File: config.mk
export PLATFORM = sky130hd
export DESIGN_NAME = mul_seq
export DESIGN_NICKNAME = d
export VERILOG_FILES = /design/src/rtl/mul_seq.sv
export SDC_FILE = /design/constraint.sdc
export NUM_CORES = 1
export LEC_CHECK = 0
export CORE_UTILIZATION = 59
export DETAILED_ROUTE_END_ITERATION = 12
export PLACE_DENSITY = 0.91
export SLEW_MARGIN = 10
export SYNTH_ARGS = -nofsm -noshare
export SYNTH_HDL_FRONTEND = slang
export SYNTH_SLANG_ARGS = --single-unit
File: constraint.sdc
create_clock -name clk -period 9.45 [get_ports clk]
set_input_delay 1.4175 -clock clk [delete_from_list [all_inputs] [get_ports clk]]
set_output_delay 1.4175 -clock clk [all_outputs]
set_load 0.02 [all_outputs]
File: src/rtl/mul_seq.sv
// rtl/mul_seq.sv - Iterative shift-add multiplier for RV32M MUL/MULH/MULHSU/MULHU
//
// Purpose: radix-2 sign-magnitude multiplier. Operands are converted to
// magnitudes on acceptance, multiplied unsigned over WIDTH cycles, then the
// 2*WIDTH-bit product is negated if exactly one operand was negative.
//
// Ports:
//   clk     in   1      system clock, rising edge
//   reset   in   1      synchronous, active-high reset
//   start   in   1      request, sampled only in IDLE
//   kill    in   1      pipeline flush, aborts any operation
//   op      in   2      00 MUL, 01 MULH, 10 MULHSU, 11 MULHU
//   a       in   WIDTH  rs1 operand
//   b       in   WIDTH  rs2 operand
//   busy    out  1      high in CALC, FIX and DONE
//   done    out  1      one-cycle completion pulse
//   result  out  WIDTH  product word, held between completions

module mul_seq #(
    parameter int WIDTH = 32
) (
    input  logic             clk,
    input  logic             reset,
    input  logic             start,
    input  logic             kill,
    input  logic [1:0]       op,
    input  logic [WIDTH-1:0] a,
    input  logic [WIDTH-1:0] b,
    output logic             busy,
    output logic             done,
    output logic [WIDTH-1:0] result
);

    localparam int CW = $clog2(WIDTH) + 1;

    typedef enum logic [1:0] {
        S_IDLE = 2'd0,
        S_CALC = 2'd1,
        S_FIX  = 2'd2,
        S_DONE = 2'd3
    } state_t;

    state_t               r_state;
    state_t               w_next;

    logic [WIDTH-1:0]     r_mcand;
    logic [WIDTH-1:0]     r_mplier;
    logic [2*WIDTH-1:0]   r_acc;
    logic [CW-1:0]        r_count;
    logic                 r_neg;
    logic [1:0]           r_op;
    logic [WIDTH-1:0]     r_result;

    logic                 w_a_neg;
    logic                 w_b_neg;
    logic [WIDTH-1:0]     w_a_mag;
    logic [WIDTH-1:0]     w_b_mag;
    logic [WIDTH:0]       w_sum;
    logic [2*WIDTH-1:0]   w_fixed;
    logic                 w_last;
    logic                 w_accept;

    // a is signed for MULH and MULHSU, b only for MULH.
    assign w_a_neg  = ((op == 2'b01) || (op == 2'b10)) && a[WIDTH-1];
    assign w_b_neg  = (op == 2'b01) && b[WIDTH-1];
    // The magnitude of the most-negative value is itself, which is correct
    // when read as unsigned.
    assign w_a_mag  = w_a_neg ? (~a + WIDTH'(1)) : a;
    assign w_b_mag  = w_b_neg ? (~b + WIDTH'(1)) : b;
    assign w_accept = start && !kill;

    // Carry out of the upper-half add becomes the top bit after the shift.
    assign w_sum   = {1'b0, r_acc[2*WIDTH-1:WIDTH]} +
                     (r_mplier[0] ? {1'b0, r_mcand} : {(WIDTH+1){1'b0}});
    assign w_fixed = r_neg ? (~r_acc + (2*WIDTH)'(1)) : r_acc;
    assign w_last  = (r_count == CW'(WIDTH - 1));

    always_ff @(posedge clk) begin
        if (reset) begin
            r_state <= S_IDLE;
        end else begin
            r_state <= w_next;
        end
    end

    always_comb begin
        w_next = r_state;
        case (r_state)
            S_IDLE: if (w_accept) w_next = S_CALC;
            S_CALC: begin
                if (kill)        w_next = S_IDLE;
                else if (w_last) w_next = S_FIX;
            end
            S_FIX:  w_next = kill ? S_IDLE : S_DONE;
            S_DONE: w_next = S_IDLE;
            default: w_next = S_IDLE;
        endcase
    end

    always_ff @(posedge clk) begin
        if (reset) begin
            r_mcand  <= '0;
            r_mplier <= '0;
            r_acc    <= '0;
            r_count  <= '0;
            r_neg    <= 1'b0;
            r_op     <= 2'b00;
            r_result <= '0;
        end else begin
            case (r_state)
                S_IDLE: begin
                    if (w_accept) begin
                        r_mcand  <= w_a_mag;
                        r_mplier <= w_b_mag;
                        r_acc    <= '0;
                        r_count  <= '0;
                        r_neg    <= w_a_neg ^ w_b_neg;
                        r_op     <= op;
                    end
                end
                S_CALC: begin
                    if (!kill) begin
                        // Partial sums never reach below bit 0 of r_acc, so
                        // after WIDTH steps r_acc holds the full product.
                        r_acc    <= {w_sum, r_acc[WIDTH-1:1]};
                        r_mplier <= r_mplier >> 1;
                        r_count  <= r_count + CW'(1);
                    end
                end
                S_FIX: begin
                    // Result is loaded here so it is valid during DONE; a kill
                    // in FIX leaves the previous result untouched.
                    if (!kill) begin
                        r_acc    <= w_fixed;
                        r_result <= (r_op == 2'b00) ? w_fixed[WIDTH-1:0]
                                                    : w_fixed[2*WIDTH-1:WIDTH];
                    end
                end
                default: ;
            endcase
        end
    end

    assign busy   = (r_state != S_IDLE);
    assign done   = (r_state == S_DONE);
    assign result = r_result;

endmodule

==> flow_summary.ini <==
[grt]
grt_pass1_wl_um = 54400
antenna_found_initial = 0
track_usage_pct = 32.8
grt_pass1_vias = 11100
grt_overflow_total = 0
grt_max_degree = 77

[setup_path]
cp_slowest_cell = and3_2
reg2reg_from = r_mplier[0]
required_ns = 9.81
crit_family = simple AND/OR/NAND/NOR gates
cp_slowest_stage_delay_ns = 1.17
r2r_cells = 11
start_kind = primary input
critPathKind = primary input to flop
cp-end-kind = flop
worst-path-buf-inv = 1
reg2reg_slack_ns = 5.73
timing.rr.end = r_acc[60]
cp_data_arrival_time_ns = 4.48
path_cells = clkdlybuf4s50_1, nor2b_1, and3_2, and3_1, a2111oi_0, a31oi_1
critPathMaxFanout = 61

[synthesis]
synth_top_area_share_pct = 29.0
synth.distinct_cells = 70
synth.area.top_cells = dfxtp_1 29%, nand2_1 6.7%, xnor2_1 6.5%, a21oi_1 5.0%, o21ai_0 4.6%
synth_async_sr_flop_share_pct = 0
synth_cells = 1582
synth_fp_nets = 1695
avgSynthCellArea_um2 = 7.45
yosysTopAreaCell = dfxtp_1
seq_area_frac_synth_pct = 29.0
synthFlopType = dfxtp_1
ys_warn_count = 0
syn_area_mm2 = 0.0118
synth-edff-count = 0
synth_seq_cells = 171

[pwr]
internal_power_mw = 1.30
max-vdd-ir-drop_mv = 0.110
p_per_area_mw_per_mm2 = 133
pwr-share-seq_pct = 42.4
p_clk_share_pct = 43.2
power.switching_mw = 0.499
power_leakage_nw = 5.06
switching_share_pct = 27.7
power_frac_comb_pct = 14.4

[outcome]
status = complete, no violations

[worst_hold_path]
hold_start = r_mcand[16]
hp-class = flop to flop
min_delay_path_depth = 2
min_to = r_mcand[16]

[drt]
met2_length_um = 15500
routed-wl-met3_um = 3350
vias_per_cell = 6.51
ant_nets = 0
drc = 0
routed_wirelength_um = 33400
wl_per_cell_um = 17.8
top_layer_used = met4
drt_iter0_drc = 1766
vias = 12200
m1WireLength_um = 13800
first_pass_iters = 9

[timing]
setup-tns-final_ns = 0
finalHoldViolCount = 0
worst_pin_slew_ns = 1.26
whs_ns = 0.450
fmax_ghz = 0.243
grt_setup_unrepaired = no
fin_crit_sh_pct = 43.6
relSlewSlack_pct = 16.2
worst_clock_skew_ns = 0.0109
drv_slew = 0
period_minus_slack_ns = 4.12
finalSetupViolCount = 0

[floorplan]
core_mm2 = 0.0195
die_h_um = 143
start_util_pct = 60.4
placementRows = 51
fp.dieArea_mm2 = 0.0206
die_w_um = 143
io_pins = 104

[cts]
ctsHoldBuffers = 0
cts_max_level = 4
cts_setup_buffers = 0
cts_root_buf = clkbuf_16
cts_buffers = 17
post_cts_resized = 0
clkSinkCount = 171
cts_tree = yes
clock_latency_ns = 0.44
clockBufferDepth = 2
clkTransAtPathRegs_ns = 0.06

[place]
dp_hpwl_um = 23100
port_buffers = 103
gp_congestion = 0.989

[layout]
syn2layout_area_growth_pct = 14.3
nets = 1717
final_common_cell = nand2_1
final_cell_mix = 212 x nand2_1, 170 x dfxtp_1, 140 x nor2_1, 118 x a21oi_1, 109 x o21ai_0
drive_gt1_share_pct = 3.83
diodes = 0

[flow_run]
cap_violations = 0
==> cell usage after synthesis, types with 13 or more instances <==
cell type	n
a222oi_1	29
a31oi_1	26
a21oi_1	118
o31ai_1	30
nor3_1	53
nand2_1	212
nor2_1	141
a21o_1	24
nand3_1	30
or3_1	23
nand2b_1	19
dfxtp_1	171
nor4_1	19
and3_1	13
xor2_1	57
o21ai_0	109
and2_1	35
inv_1	23
ha_1	42
o21ai_1	24
buf_1	13
xnor2_1	87
a211oi_1	25
clkbuf_1	98
==> routing by layer <==
metal | track usage (%) | vias to the layer above
li1 | - | 5803
met1 | 44.1 | 5701
met2 | 52.3 | 646
met3 | 6.56 | 96
met4 | 11.1 | 0
met5 | 0 | -
==> area by class of cell <==
cell class	count	area (um2)
Clock inverter	13	204
Sequential cell	171	3420
Inverter	23	86.3
Multi-Input combinational cell	1276	7870
Tap cell	265	332
Timing Repair Buffer	115	1120
Clock buffer	19	443
Fill cell	1596	6050
==> stage by stage <==
stage | setup WS [ns] | utilization [%] | std cells | instance area (um2) | power (mW)
after CTS | 5.44 | 69.0 | 1882 | 13500 | 1.79
after global routing | 5.19 | 69.0 | 1882 | 13500 | 1.86
after detailed placement | 5.01 | 65.7 | 1850 | 12800 | 1.03
final | 5.33 | 69.0 | 1882 | 13500 | 1.80
after global placement | 5.06 | 65.7 | 1850 | 12800 | 1.02
after floorplan | 5.89 | - | 1582 | 11800 | 0.943
==> power groups by stage <==
stage	logic, mW	clock network, mW	registers, mW
2_1_floorplan	0.174	0	0.769
3_3_place_gp	0.246	0	0.776
3_5_place_dp	0.252	0	0.777
4_1_cts	0.254	0.777	0.761
5_1_grt	0.284	0.809	0.764
6_report	0.260	0.777	0.761
==> worst min-delay path, stage by stage, from the launching register on <==
cell and delay, ns:
dfxtp_1 0.31, nand2_1 0.05, a21oi_1 0.05
==> cell families after synthesis <==
logic type	after synthesis	share of synthesized area, %
and+or+nand+nor	599	24.2
AOI/OAI and AO/OA	487	26.9
DFF	171	29.0
xor gates and xnor gates	144	10.7
buffers and inverters	135	4.31
adders and majority gates	43	4.63
muxes	3	0.255
==> flip-flops by register name (all words and copies together), names as in the netlist <==
name	cells
r_neg	1
r_mplier	32
r_op	2
r_acc	64
r_state	2
result	32
r_count	6
r_mcand	32
==> how the worst max path moves through the flow <==
stage,to,startpoint,cells past startpoint,slack [ns]
5_1_grt,r_acc[49],kill,5,5.19
6_report,r_acc[61],kill,6,5.33
2_1_floorplan,r_mplier[29],b[16],8,5.89
3_3_place_gp,r_acc[61],kill,6,5.06
3_5_place_dp,r_acc[61],kill,6,5.01
4_1_cts,r_acc[61],kill,6,5.44
(Power assumes the default switching activity.)
